[src/rtl/hilo_acc_reg.sv]
// HI/LO register pair with direct write ports and a two-step multiply-accumulate
// (LO half first, then HI half with the carry or borrow from the LO step).
module hilo_acc_reg #(
   parameter int unsigned           DATA_W    = 32,
   parameter logic [DATA_W-1:0]     RESET_VAL = '0
) (
   input  logic                     clk,
   input  logic                     rst,
   input  logic                     we_hi,
   input  logic                     we_lo,
   input  logic [DATA_W-1:0]        hi_i,
   input  logic [DATA_W-1:0]        lo_i,
   input  logic                     acc_valid,
   input  logic                     acc_sub,
   input  logic [2*DATA_W-1:0]      prod_i,
   output logic                     acc_ready,
   output logic                     busy,
   output logic                     acc_done,
   output logic [DATA_W-1:0]        hi_o,
   output logic [DATA_W-1:0]        lo_o,
   output logic [1:0]               dbg_state
);

   typedef enum logic [1:0] {
      IDLE   = 2'd0,
      ACC_LO = 2'd1,
      ACC_HI = 2'd2
   } state_t;

   state_t                 state, state_n;
   logic [DATA_W-1:0]      hi_q, lo_q;
   logic [2*DATA_W-1:0]    prod_q;
   logic                   sub_q;
   logic                   carry_q;
   logic                   done_q;
   logic                   accept;
   logic [DATA_W:0]        lo_sum;
   logic [DATA_W-1:0]      hi_sum;

   // Handshake: an accumulate transfers at the rising edge where acc_valid and
   // acc_ready are both high; acc_ready is low whenever a direct write is
   // requested or an accumulate is in flight, so the requester must hold
   // acc_valid (and prod_i/acc_sub) until that edge.
   assign acc_ready = (state == IDLE) && !we_hi && !we_lo;
   assign accept    = acc_valid && acc_ready;
   assign busy      = (state != IDLE);
   assign acc_done  = done_q;
   assign hi_o      = hi_q;
   assign lo_o      = lo_q;
   assign dbg_state = state;

   // Bit DATA_W of the widened LO result is the carry-out for add and the
   // borrow-out for subtract.
   always_comb begin
      lo_sum = '0;
      hi_sum = '0;
      if (sub_q) begin
         lo_sum = {1'b0, lo_q} - {1'b0, prod_q[DATA_W-1:0]};
         hi_sum = hi_q - prod_q[2*DATA_W-1:DATA_W] - DATA_W'(carry_q);
      end else begin
         lo_sum = {1'b0, lo_q} + {1'b0, prod_q[DATA_W-1:0]};
         hi_sum = hi_q + prod_q[2*DATA_W-1:DATA_W] + DATA_W'(carry_q);
      end
   end

   always_comb begin
      state_n = state;
      case (state)
         IDLE:    if (accept) state_n = ACC_LO;
         ACC_LO:  state_n = ACC_HI;
         ACC_HI:  state_n = IDLE;
         default: state_n = IDLE;
      endcase
   end

   always_ff @(posedge clk or negedge rst) begin
      if (!rst) begin
         state   <= IDLE;
         hi_q    <= RESET_VAL;
         lo_q    <= RESET_VAL;
         prod_q  <= '0;
         sub_q   <= 1'b0;
         carry_q <= 1'b0;
         done_q  <= 1'b0;
      end else begin
         state  <= state_n;
         done_q <= (state == ACC_HI);
         case (state)
            IDLE: begin
               if (we_hi) hi_q <= hi_i;
               if (we_lo) lo_q <= lo_i;
               if (accept) begin
                  prod_q <= prod_i;
                  sub_q  <= acc_sub;
               end
            end
            ACC_LO: begin
               lo_q    <= lo_sum[DATA_W-1:0];
               carry_q <= lo_sum[DATA_W];
            end
            ACC_HI: begin
               hi_q    <= hi_sum;
               carry_q <= 1'b0;
            end
            default: ;
         endcase
      end
   end

endmodule

[config.mk]
export PLATFORM = sky130hd
export DESIGN_NAME = hilo_acc_reg
export DESIGN_NICKNAME = d
export VERILOG_FILES = /design/src/rtl/hilo_acc_reg.sv
export SDC_FILE = /design/constraint.sdc
export NUM_CORES = 1
export LEC_CHECK = 0
export BUFFER_PORTS_ARGS = -buffer_cell sky130_fd_sc_hd__buf_2
export CORE_AREA = 2 2 203 205
export DETAILED_ROUTE_END_ITERATION = 8
export DIE_AREA = 0 0 205 207
export PLACE_DENSITY = 0.56
export RECOVER_POWER = 25
export SLEW_MARGIN = 20
export SYNTH_ARGS = -nofsm -noshare
export SYNTH_HDL_FRONTEND = slang
export SYNTH_SLANG_ARGS = --single-unit
[constraint.sdc]
create_clock -name clk -period 4.05 [get_ports clk]
set_input_delay 1.215 -clock clk [delete_from_list [all_inputs] [get_ports clk]]
set_output_delay 1.215 -clock clk [all_outputs]
set_load 0.05 [all_outputs]
==> key figures <==
Outcome
  • Outcome: complete, but fails checks
  • Failing checks: max-capacitance violations, max-slew violations

Setup path
  • Crit path largest cell delay: between 0.4 and 0.5 ns
  • WP data required: 4.39 ns
  • Cells along the critical path: nor4_2, and2_2, nor3b_1, buf_4, a21oi_1, xnor2_1, ha_2, nand3_2, o221ai_1, a21oi_1, o21ai_1, a221oi_2, buf_4, o21ba_2, o31a_1, xnor2_1, o22ai_1
  • Critical path class: reg2reg
  • CP max FO: 7
  • RR Startpoint: prod_q[6]
  • CP startpoint: prod_q[6]
  • Critical Path Sink Type: flip-flop
  • CP startpoint kind: flip-flop
  • CP Data Arrival Time: 4.22 ns
  • Slowest CP cell: dfrtp_1
  • FF-to-FF path depth: 17

Clocking
  • TritonCTS Buffers: 17
  • TritonCTS clock tree: yes
  • Maximum buffer depth of the clock tree: 2
  • CTS sink cnt: between 100 and 150
  • Clock latency at the later pin of the worst-skew pair: 0.46 ns
  • Worst-path clk slew: 0.07 ns
  • Root Driver: clkbuf_16
  • CTS Hold Bufs: 0
  • H-tree depth: 4

Route
  • Drc violations: 0
  • Wire per inst: 17.97 um
  • Vias: roughly 11000
  • DRT Wirelength: 38.59 mm
  • 1st-pass router iterations: 5
  • Antenna-violating nets left: 0
  • Number of vias per cell: between 5 and 6
  • Initial DRC count: 613

GRT
  • First-pass GRT wire length: 60.43 mm
  • Tot GR Track Use: a little under a fifth
  • Number of global-route vias before repair: 10970
  • Initial antenna violation count: 2
  • GRT overflow: 0
  • Largest net degree at the start of global routing: a little over 70

Synthesis
  • Syn_nets: 1670
  • Cell Area, Synth: between 10000 and 15000 um^2
  • Post-synth ARST share: 100.0%
  • Synth area leaders: dfrtp_1 (28%), ha_1 (13%), xnor2_1 (6.5%)
  • YS warnings: 0
  • #FFs+latches synth: about 130
  • Syn Inst Count: around 1400
  • Top cells by count, synth: dfrtp_1 (133), ha_1 (126), inv_1 (125), a21oi_1 (120), o21ai_0 (106)
  • Synth cell types: 75
  • Most used DFF post-synth: dfrtp_1
  • Post-synthesis sequential area ratio: about 28%
  • Post-synth EDFFs: 0
  • Mean Syn Cell Area: approximately 8.5 um^2
  • Yosys top cell area share: roughly 28%
  • Cell taking the most area after synthesis: dfrtp_1
  • Top-count cell post-synth: dfrtp_1

Placed design
  • Dpl ws: ~0.13 ns
  • DP Wirelength: 30.17 mm
  • GPL Wtd Cong: ~0.89
  • Port bufs: 202

Floorplanning
  • Die width: about 210 um
  • FP Rows: between 70 and 80
  • Die area: about 42000 um^2
  • Core Region: between 40000 and 50000 um^2
  • I/O Pins: around 200
  • Die outline height: 207 um
  • Initial Utilization: ~30%

Worst hold path
  • Worst Hold Class: reg2reg
  • Min-delay src: lo_o[6]
  • Hold Path Cell Cnt: 2

STA
  • Fmax: 257.6 MHz
  • Final setup vio count: 0
  • Min Tclk post-route: roughly 3.9 ns
  • Final Hold Viols: 0
  • Number of max-slew violations in the final report: 99
  • Setup Skew: approximately 0.014 ns
  • Final WS setup: between 0.15 and 0.2 ns
  • Worst-Margin Slew: between 1.5 and 2 ns
  • Final critical-path share of the clock period: about 96%
  • Slew HR: -26.95%

Run
  • Maxcap violations: 2

Final layout
  • Layout cell share with drive strength beyond 1: 22.24%
  • Area growth syn-to-layout: 19.44%
  • Final Net Count: approximately 1900
  • Layout filler cell count: between 4000 and 5000
## state kept, by name, summed over array words and instances (netlist names)
name,count
lo_o,32
hi_o,32
carry_q,1
prod_q,64
dbg_state,2
acc_done,1
sub_q,1
## path summary, 6_finish.rpt
check                                 to  slack, ns
worst max-delay path             carry_q       0.17
worst min-delay path             lo_o[6]       0.53
worst max register to register   carry_q       0.17
worst min register to register   lo_o[6]       0.53
max in group asynchronous       lo_o[27]       0.90
min in group asynchronous        hi_o[7]       1.26
## layout make-up
class	count	area, um^2	share of cell area (%)
diodes	2	5.005	0.03517
clock buffers	18	429.2	3.016
clock inverters	14	103.9	0.7298
inverters	125	469.2	3.297
multi-input cells	1092	7978	56.06
flip-flops and latches	133	3329	23.40
well taps	532	665.6	4.678
repair buffers	232	1250	8.784
## critical path: cells and delay by family (launching register included)
kind / cells / cell delay [ns]
buf+inv: 2 / 0.34
fa+ha+maj: 1 / 0.40
compound gates: 8 / 1.29
flops: 1 / 0.42
simple gates: 4 / 0.97
xor+xnor: 2 / 0.33
## layout by cell type, fill, tap and decap left out, types with 12 or more instances in the layout
cell | netlist | final
a211oi_1 | 15 | 15
a21o_1 | 36 | 36
a21oi_1 | 120 | 119
a31oi_1 | 25 | 25
buf_2 | 4 | 201
buf_4 | 0 | 26
clkbuf_16 | 0 | 17
dfrtp_1 | 133 | 132
ha_1 | 126 | 124
inv_1 | 125 | 125
mux2_2 | 57 | 57
mux2i_1 | 26 | 25
nand2_1 | 101 | 101
nand2b_1 | 12 | 12
nand4_1 | 14 | 14
nor2_1 | 92 | 91
nor2b_1 | 16 | 15
nor3_1 | 27 | 26
nor3b_1 | 17 | 17
o211ai_1 | 23 | 23
o21ai_0 | 106 | 104
o21bai_1 | 12 | 12
o31ai_1 | 13 | 13
xnor2_1 | 89 | 89
xor2_1 | 20 | 20
## routing by layer
layer,vias up,share of wire [%],track usage [%]
met5,-,0,0
met4,0,2.1,5.532
met3,51,4.8,3.870
met2,282,47,30.28
met1,5256,46,23.94
li1,5408,-,-
## what timing repair did
action                     CTS  global route
gates resized for setup      0            14
setup endpoints to repair    0             9
buffers inserted             0             2
## cell families (layout without fill, tap and decap cells)
group	count (synthesis)	in the layout	synth area share, %
XOR/XNOR	109	109	8.013
multiplexers	83	83	7.572
AND/OR/NAND/NOR	341	341	14.08
flip-flops	133	133	27.94
adder cells (fa/ha/maj)	131	131	14.07
AO/OA/AOI/OAI	428	428	22.53
buffers and inverters	180	389	5.797
other	0	2	0
## metrics by stage
stage          cell area [um^2]  hold slack [ns]  setup TNS (ns)  utilization (%)  std cells
2_1_floorplan             11910           0.5008               0                -       1405
3_3_place_gp              13640           0.5091               0            33.78       2111
3_5_place_dp              13640           0.5235               0            33.78       2111
4_1_cts                   14170           0.5396               0            35.10       2143
5_1_grt                   14230           0.5655        -0.01447            35.24       2147
6_report                  14230           0.5347               0            35.25       2148
Power is left out: the tool's default activity adds up to more than one toggle a clock period on the data nets, which glitch-free logic cannot reach.
